--- src/rtl/axi4_lite_pkg.sv ---
// Shared types and constants for the AXI4-Lite register slave.
// Build option: define AXIL_WSTRB_EN to add the WSTRB byte-strobe port to the top.
package axi4_lite_pkg;

    localparam int unsigned DATA_W = 32;
    localparam int unsigned STRB_W = DATA_W / 8;

    localparam logic [1:0] RESP_OKAY   = 2'b00;
    localparam logic [1:0] RESP_SLVERR = 2'b10;

    typedef enum logic [1:0] {
        W_IDLE,
        W_ADDR,
        W_DATA,
        W_RESP
    } w_state_e;

    typedef enum logic {
        R_IDLE,
        R_DATA
    } r_state_e;

endpackage

--- src/rtl/axil_reg_file.sv ---
// Register array: one synchronous byte-enabled write port, one combinational read port.
// Out-of-range read indices return zero; the caller only writes mapped indices.
module axil_reg_file
    import axi4_lite_pkg::*;
#(
    parameter int unsigned NUM_REGS = 4,
    parameter int unsigned IDX_W    = 2
) (
    input  logic                       i_clk,
    input  logic                       i_rst,
    input  logic                       i_we,
    input  logic [IDX_W-1:0]           i_widx,
    input  logic [DATA_W-1:0]          i_wdata,
    input  logic [STRB_W-1:0]          i_wbe,
    input  logic [IDX_W-1:0]           i_ridx,
    output logic [DATA_W-1:0]          o_rdata,
    output logic [DATA_W*NUM_REGS-1:0] o_regs
);

    logic [DATA_W*NUM_REGS-1:0] r_regs;

    // Byte-enabled write into the selected register; synchronous clear
    always_ff @(posedge i_clk) begin
        if (i_rst) begin
            r_regs <= '0;
        end else if (i_we) begin
            for (int i = 0; i < int'(NUM_REGS); i++) begin
                if (32'(i_widx) == 32'(i)) begin
                    for (int b = 0; b < int'(STRB_W); b++) begin
                        if (i_wbe[b]) begin
                            r_regs[DATA_W*i + 8*b +: 8] <= i_wdata[8*b +: 8];
                        end
                    end
                end
            end
        end
    end

    // Combinational read mux; returns pre-write contents during a same-edge write
    always_comb begin
        o_rdata = '0;
        for (int i = 0; i < int'(NUM_REGS); i++) begin
            if (32'(i_ridx) == 32'(i)) begin
                o_rdata = r_regs[DATA_W*i +: DATA_W];
            end
        end
    end

    assign o_regs = r_regs;

endmodule

--- src/rtl/axi4_lite_reg_slave.sv ---
// AXI4-Lite slave exposing NUM_REGS 32-bit registers; independent write and read FSMs.
// Build option: AXIL_WSTRB_EN adds WSTRB[3:0]; without it every write covers all bytes.
module axi4_lite_reg_slave
    import axi4_lite_pkg::*;
#(
    parameter int unsigned ADDR_W   = 4,
    parameter int unsigned NUM_REGS = 4
) (
    input  logic                       ACLK,
    input  logic                       ARESET,
    input  logic [ADDR_W-1:0]          AWADDR,
    input  logic                       AWVALID,
    output logic                       AWREADY,
    input  logic [31:0]                WDATA,
`ifdef AXIL_WSTRB_EN
    input  logic [3:0]                 WSTRB,
`endif
    input  logic                       WVALID,
    output logic                       WREADY,
    output logic [1:0]                 BRESP,
    output logic                       BVALID,
    input  logic                       BREADY,
    input  logic [ADDR_W-1:0]          ARADDR,
    input  logic                       ARVALID,
    output logic                       ARREADY,
    output logic [31:0]                RDATA,
    output logic [1:0]                 RRESP,
    output logic                       RVALID,
    input  logic                       RREADY,
    output logic [32*NUM_REGS-1:0]     regs_o
);

    localparam int unsigned IDX_W = ADDR_W - 2;

    w_state_e              r_wstate, w_wstate_nxt;
    r_state_e              r_rstate, w_rstate_nxt;

    logic [IDX_W-1:0]      r_widx;
    logic [DATA_W-1:0]     r_wdata;
    logic [STRB_W-1:0]     r_wstrb;
    logic [1:0]            r_bresp;
    logic [DATA_W-1:0]     r_rdata;
    logic [1:0]            r_rresp;

    logic [IDX_W-1:0]      w_aw_idx;
    logic [IDX_W-1:0]      w_ar_idx;
    logic [STRB_W-1:0]     w_in_strb;
    logic                  w_commit;
    logic                  w_lat_addr;
    logic                  w_lat_data;
    logic [IDX_W-1:0]      w_cidx;
    logic [DATA_W-1:0]     w_cdata;
    logic [STRB_W-1:0]     w_cstrb;
    logic                  w_cmapped;
    logic                  w_ar_capture;
    logic                  w_rmapped;
    logic [DATA_W-1:0]     w_rf_rdata;
    logic                  w_unused_addr_lsbs;

    assign w_aw_idx  = AWADDR[ADDR_W-1:2];
    assign w_ar_idx  = ARADDR[ADDR_W-1:2];
    assign w_cmapped = 32'(w_cidx) < NUM_REGS;
    assign w_rmapped = 32'(w_ar_idx) < NUM_REGS;
    assign w_unused_addr_lsbs = ^{AWADDR[1:0], ARADDR[1:0]};

`ifdef AXIL_WSTRB_EN
    assign w_in_strb = WSTRB;
`else
    assign w_in_strb = '1;
`endif

    assign BRESP = r_bresp;
    assign RDATA = r_rdata;
    assign RRESP = r_rresp;

    // Write and read FSM state registers
    always_ff @(posedge ACLK) begin
        if (ARESET) begin
            r_wstate <= W_IDLE;
            r_rstate <= R_IDLE;
        end else begin
            r_wstate <= w_wstate_nxt;
            r_rstate <= w_rstate_nxt;
        end
    end

    // Write FSM: next state, handshake readies and commit selection
    always_comb begin
        w_wstate_nxt = r_wstate;
        AWREADY      = 1'b0;
        WREADY       = 1'b0;
        BVALID       = 1'b0;
        w_commit     = 1'b0;
        w_lat_addr   = 1'b0;
        w_lat_data   = 1'b0;
        w_cidx       = w_aw_idx;
        w_cdata      = WDATA;
        w_cstrb      = w_in_strb;
        case (r_wstate)
            W_IDLE: begin
                AWREADY = 1'b1;
                WREADY  = 1'b1;
                if (AWVALID && WVALID) begin
                    w_commit     = 1'b1;
                    w_wstate_nxt = W_RESP;
                end else if (AWVALID) begin
                    w_lat_addr   = 1'b1;
                    w_wstate_nxt = W_ADDR;
                end else if (WVALID) begin
                    w_lat_data   = 1'b1;
                    w_wstate_nxt = W_DATA;
                end
            end
            W_ADDR: begin
                WREADY = 1'b1;
                w_cidx = r_widx;
                if (WVALID) begin
                    w_commit     = 1'b1;
                    w_wstate_nxt = W_RESP;
                end
            end
            W_DATA: begin
                AWREADY = 1'b1;
                w_cdata = r_wdata;
                w_cstrb = r_wstrb;
                if (AWVALID) begin
                    w_commit     = 1'b1;
                    w_wstate_nxt = W_RESP;
                end
            end
            W_RESP: begin
                BVALID = 1'b1;
                if (BREADY) begin
                    w_wstate_nxt = W_IDLE;
                end
            end
            default: w_wstate_nxt = W_IDLE;
        endcase
        // Reset silences the bus interface and abandons any in-flight write
        if (ARESET) begin
            AWREADY    = 1'b0;
            WREADY     = 1'b0;
            BVALID     = 1'b0;
            w_commit   = 1'b0;
            w_lat_addr = 1'b0;
            w_lat_data = 1'b0;
        end
    end

    // Write-side holding registers and response code
    always_ff @(posedge ACLK) begin
        if (ARESET) begin
            r_widx  <= '0;
            r_wdata <= '0;
            r_wstrb <= '0;
            r_bresp <= RESP_OKAY;
        end else begin
            if (w_lat_addr) begin
                r_widx <= w_aw_idx;
            end
            if (w_lat_data) begin
                r_wdata <= WDATA;
                r_wstrb <= w_in_strb;
            end
            if (w_commit) begin
                r_bresp <= w_cmapped ? RESP_OKAY : RESP_SLVERR;
            end
        end
    end

    // Read FSM: next state and handshake signals
    always_comb begin
        w_rstate_nxt = r_rstate;
        ARREADY      = 1'b0;
        RVALID       = 1'b0;
        w_ar_capture = 1'b0;
        case (r_rstate)
            R_IDLE: begin
                ARREADY = 1'b1;
                if (ARVALID) begin
                    w_ar_capture = 1'b1;
                    w_rstate_nxt = R_DATA;
                end
            end
            R_DATA: begin
                RVALID = 1'b1;
                if (RREADY) begin
                    w_rstate_nxt = R_IDLE;
                end
            end
            default: w_rstate_nxt = R_IDLE;
        endcase
        if (ARESET) begin
            ARREADY      = 1'b0;
            RVALID       = 1'b0;
            w_ar_capture = 1'b0;
        end
    end

    // Read data/response capture on the AR handshake, held until taken
    always_ff @(posedge ACLK) begin
        if (ARESET) begin
            r_rdata <= '0;
            r_rresp <= RESP_OKAY;
        end else if (w_ar_capture) begin
            r_rdata <= w_rmapped ? w_rf_rdata : '0;
            r_rresp <= w_rmapped ? RESP_OKAY : RESP_SLVERR;
        end
    end

    axil_reg_file #(
        .NUM_REGS (NUM_REGS),
        .IDX_W    (IDX_W)
    ) u_reg_file (
        .i_clk   (ACLK),
        .i_rst   (ARESET),
        .i_we    (w_commit && w_cmapped),
        .i_widx  (w_cidx),
        .i_wdata (w_cdata),
        .i_wbe   (w_cstrb),
        .i_ridx  (w_ar_idx),
        .o_rdata (w_rf_rdata),
        .o_regs  (regs_o)
    );

endmodule
--- config.mk ---
export PLATFORM = sky130hd
export DESIGN_NAME = axi4_lite_reg_slave
export DESIGN_NICKNAME = d
export VERILOG_FILES = /design/src/rtl/axi4_lite_pkg.sv /design/src/rtl/axil_reg_file.sv /design/src/rtl/axi4_lite_reg_slave.sv
export SDC_FILE = /design/constraint.sdc
export NUM_CORES = 1
export LEC_CHECK = 0
export BUFFER_PORTS_ARGS = -buffer_cell sky130_fd_sc_hd__buf_2
export CORE_ASPECT_RATIO = 0.6
export CORE_UTILIZATION = 45
export CTS_BUF_LIST = sky130_fd_sc_hd__clkbuf_16
export DETAILED_ROUTE_END_ITERATION = 8
export GPL_ROUTABILITY_DRIVEN = 0
export PLACE_DENSITY = 0.73
export SYNTH_ARGS = -nofsm -noshare
export SYNTH_HDL_FRONTEND = slang
export SYNTH_SLANG_ARGS = --single-unit
--- constraint.sdc ---
create_clock -name ACLK -period 2.8 [get_ports ACLK]
set_clock_uncertainty 0.1 [all_clocks]
set_input_delay 0.84 -clock ACLK [delete_from_list [all_inputs] [get_ports ACLK]]
set_output_delay 0.84 -clock ACLK [all_outputs]
set_load 0.02 [all_outputs]
# == Word-level counts from Yosys, hierarchy flattened ==
# Cells that the tools add are included.
# word_totals
register_bits,198
output_inout_bits,169
wordCells,100
# classes
n_eq_ne,13
muxes,41
bitwise_logic,1
reduce_logical,23
# ops
operator,n
32-bit 2-to-1 mux,5
3-bit AND reduction,16
1-bit 2-to-1 mux,25
2-bit 2-to-1 mux,7
2-bit equality test (second input constant),6
2-bit case mux with 4 select lines,1
2-bit by 1-bit equality test with 1-bit output (second input constant),3
2-bit logical NOT,3
2-bit inequality test (second input constant),3
4-bit 2-to-1 mux,1
4-bit inequality test (second input constant),1
4-bit AND reduction,1
2-bit OR reduction,2
1-bit case mux with 3 select lines,1
1-bit case mux with 2 select lines,1
1-bit logical AND,1
1-bit inverter,1

# == Logic depth before layout (Yosys ltp) ==
# logic_depth
depth_word,5
ltp_mapped,9

# == Modules after synthesis ==
# A second synthesis with hierarchy kept.
# unflattened
cells_unflattened,885
hier_area_um2,9399.0
# modules_own_cells
mod,n_inst,cells_each,area_each_um2
axil_reg_file,1,513,6228.5
axi4_lite_reg_slave,1,372,3170.5

# == Worst setup path before layout ==
# OpenSTA, ideal clock, no wires.
# synth_path
path_type,input port to output port
start,input ARESET
end,output AWREADY
arrival_time_ps,1768
required_time_ps,1860
path_slack_ps,92
stages,4
cell_sequence,clkbuf_1 clkbuf_1 clkbuf_1 nor2_1
# synth_via
elab_chain_len,1
# synth_lines
element,line,text
from (decl),axi4_lite_reg_slave.sv:10,"input logic ARESET,"
1-bit 2-to-1 mux,axi4_lite_reg_slave.sv:140,if (ARESET) begin
to (decl),axi4_lite_reg_slave.sv:13,"output logic AWREADY,"
# No other way between the ends.

# == Worst setup path in the final report ==
# layout_path
start,register r_wstate[1]
end,output WREADY
# layout_via
elab_chain_len,4
elab_cells_between_ends,5
cone_classes,eq/ne: 1; mux: 2; reduce/logical: 2
# layout_lines
element,line,text
from (decl),axi4_lite_reg_slave.sv:35,"w_state_e r_wstate, w_wstate_nxt;"
from (signal assigned),axi4_lite_reg_slave.sv:82,r_wstate <= w_wstate_nxt;
2-bit by 1-bit equality test with 1-bit output or 2-bit logical NOT (tied branches),axi4_lite_reg_slave.sv:99,case (r_wstate)
2-bit OR reduction (no source line) *,-,
1-bit 2-to-1 mux *,axi4_lite_reg_slave.sv:99,
1-bit 2-to-1 mux *,axi4_lite_reg_slave.sv:140,
to (decl),axi4_lite_reg_slave.sv:19,"output logic WREADY,"
# Every way passes the cells marked *; elsewhere a longest branch is shown, timed or not.

==> flow_summary.json <==
{
  "ioPinCount": 216,
  "antenna_found_initial": 1,
  "initial_utilization": 0.460,
  "hold_violations": 0,
  "drc": 0,
  "avgSynthCellArea_sq_um": 9.68,
  "fin_crit_ps": 2670,
  "setup_tns_ps": 0,
  "numPortBuffers": 207,
  "ys_ff_latch": 198,
  "clk_latency_ps": 430,
  "min_period_over_period": 0.952,
  "wire_per_inst_um": 20.8,
  "slew_headroom": 0.489,
  "initialDrtViolationCount": 751,
  "final-max-slew-violation-count": 0,
  "die_w_um": 178,
  "path_clk_slew_ps": 70,
  "synth.distinct_cells": 30,
  "fin_nets": 1091,
  "worstHoldPathType": "register to register",
  "grt_pass1_vias": 6617,
  "whs_ps": 357,
  "setup_viol_count_final": 0,
  "chipHeight_um": 107,
  "ir_worst_vdd_mv": 0.424,
  "cts_num_sinks": 198,
  "power.density_nw_per_um2": 794,
  "startpoint_type": "register",
  "cts_tree": "built",
  "fin_ws_ps": 134,
  "ant_nets": 0,
  "grt_use_total": 0.280,
  "placeableCoreArea_sq_um": 18100,
  "final_area_sq_um": 10300,
  "outcome": "complete, no violations",
  "arrival_ps": 1730,
  "hpwl_um": 18500,
  "drive_gt1_frac": 0.306,
  "grt_overflow": 0,
  "rsz0062_at_grt": "false",
  "worst-slew-pin-transition_ps": 745,
  "leakagePower_nw": 4.02,
  "synthCells": 862,
  "cp_max_fo": 8,
  "yosysWarnings": 0,
  "fmax_ghz": 0.375,
  "cts-hold-fix-buffers": 0,
  "grt_pass1_wl_um": 40100,
  "post-place-ws_ps": 218,
  "switchingPower_mw": 2.99,
  "p_total_mw": 8.16,
  "drv_cap": 0,
  "viasPerCell": 5.74,
  "p_comb_frac": 0.300,
  "syn_area_sq_um": 8340,
  "p_clk_frac": 0.303,
  "clockRootBuffer": "clkbuf_16",
  "seq_area_frac_synth": 0.475,
  "path_class": "register to primary output",
  "drtPass1Iterations": 5,
  "h-tree-depth": 4,
  "rows": 38,
  "ctsResizeCount": 0,
  "numCtsBuffers": 17,
  "worstSetupEndpointType": "primary output",
  "area_delta_synth_final_pct": 23.2,
  "antenna_cells": 0,
  "vias": 7409,
  "p_seq_frac": 0.397,
  "cp.required_ps": 1860,
  "finalWirelength_um": 26900,
  "p_sw_frac": 0.367,
  "die_area_sq_um": 19100,
  "postCtsSetupRepairBufs": 0,
  "power.internal_mw": 5.16,
  "clock_path_buffers": 2,
  "grt_max_degree": 140,
  "placedInstanceArea_sq_um": 9690
}
[per-layer routing]
layer / wire length [um] / global-route usage / up-vias / part of all wire
met5: 11 / 0 / - / 0.00041
met4: 214 / 0.0574 / 2 / 0.0080
met3: 3260 / 0.0950 / 22 / 0.12
met2: 10300 / 0.358 / 387 / 0.38
met1: 13100 / 0.440 / 3508 / 0.49
li1: - / - / 3490 / -
[critical path, cell delays in order, from the launching register on]
cell     delay (ps)
dfxtp_1         350
inv_1           140
ha_1            420
nor2_1           70
nor2_1          130
buf_2           180
[flip-flops by register name, indices dropped and copies added (netlist names)]
register           count
u_reg_file.o_regs    128
r_wstrb                1
r_wstate               2
r_wdata               32
r_rstate               1
RDATA                 32
r_widx                 2
[cell type report]
cell class	instances	area, sq um
sequential	198	3960
clock inverter	15	159
tap	240	300
inverter	6	22.5
clock buffer	17	425
timing repair buffer	248	1450
fill	1596	7840
multi-input combinational	567	3960
[cells by family (layout without fill, tap and decap cells)]
family / count (synthesis) / after routing / synth area share
buffers and inverters: 100 / 286 / 0.0560
AO/OA/AOI/OAI: 332 / 332 / 0.243
other: 1 / 4 / 0.000450
multiplexers: 71 / 71 / 0.134
adder cells (fa/ha/maj): 6 / 6 / 0.00900
flip-flops: 198 / 198 / 0.475
AND/OR/NAND/NOR: 154 / 154 / 0.0833
[per-stage QoR]
step           utilization  std cells
2_1_floorplan            -        865
3_3_place_gp         0.535       1259
3_5_place_dp         0.535       1259
4_1_cts              0.567       1291
5_1_grt              0.567       1291
6_report             0.567       1291
[Yosys cell counts]
cell       number  share of area
and2_0          3         0.0023
and3b_1         1         0.0011
conb_1          1        0.00045
a21oi_1       163          0.098
mux2_2          2         0.0027
nand3b_1        1        0.00090
nand2b_1       32          0.024
a311oi_1        1         0.0011
buf_1           1        0.00045
mux4_2         32          0.086
buf_2          16         0.0096
nor2_1         11         0.0050
or2_2           1        0.00075
inv_1           6         0.0027
o21ai_0        33          0.020
buf_4          19          0.017
ha_1            6         0.0090
a2111oi_4       1         0.0033
clkbuf_1       58          0.026
and2_1          2         0.0015
a211oi_1      128           0.12
a2bb2oi_1       1         0.0011
dfxtp_1       198           0.48
o21bai_1        1        0.00090
o2111ai_1       1         0.0011
a21o_1          2         0.0018
o21ai_1         1        0.00060
mux2i_1        37          0.044
nand2_1        98          0.044
nor2b_1         5         0.0038
[power by group through the flow]
stage / clock (mW) / sequential [mW] / combinational, mW
6_report: 2.47 / 3.23 / 2.45
5_1_grt: 2.62 / 3.26 / 2.61
3_3_place_gp: 0 / 3.29 / 2.39
3_5_place_dp: 0 / 3.29 / 2.41
2_1_floorplan: 0 / 3.48 / 1.36
4_1_cts: 2.50 / 3.23 / 2.41
[layout by cell type, fill, tap and decap left out, types with 7 or more instances in the layout]
| master | n |
|---|---|
| buf_2 | 206 |
| dfxtp_1 | 198 |
| a21oi_1 | 163 |
| a211oi_1 | 128 |
| nand2_1 | 98 |
| mux2i_1 | 37 |
| o21ai_0 | 33 |
| buf_4 | 33 |
| nand2b_1 | 32 |
| mux4_2 | 32 |
| clkbuf_16 | 17 |
| buf_12 | 8 |
| nor2_1 | 7 |
[final timing paths]
check,endpoint,depth (start not counted),slack [ps],start
worst min-delay path,r_wdata[15],2,360,r_wdata[15]
worst max-delay path,WREADY,5,130,r_wstate[1]
worst min register to register,r_wdata[15],2,360,r_wdata[15]
worst max register to register,u_reg_file.o_regs[120],7,270,r_wstate[1]
Note: power is estimated with default switching activity, not from simulation.
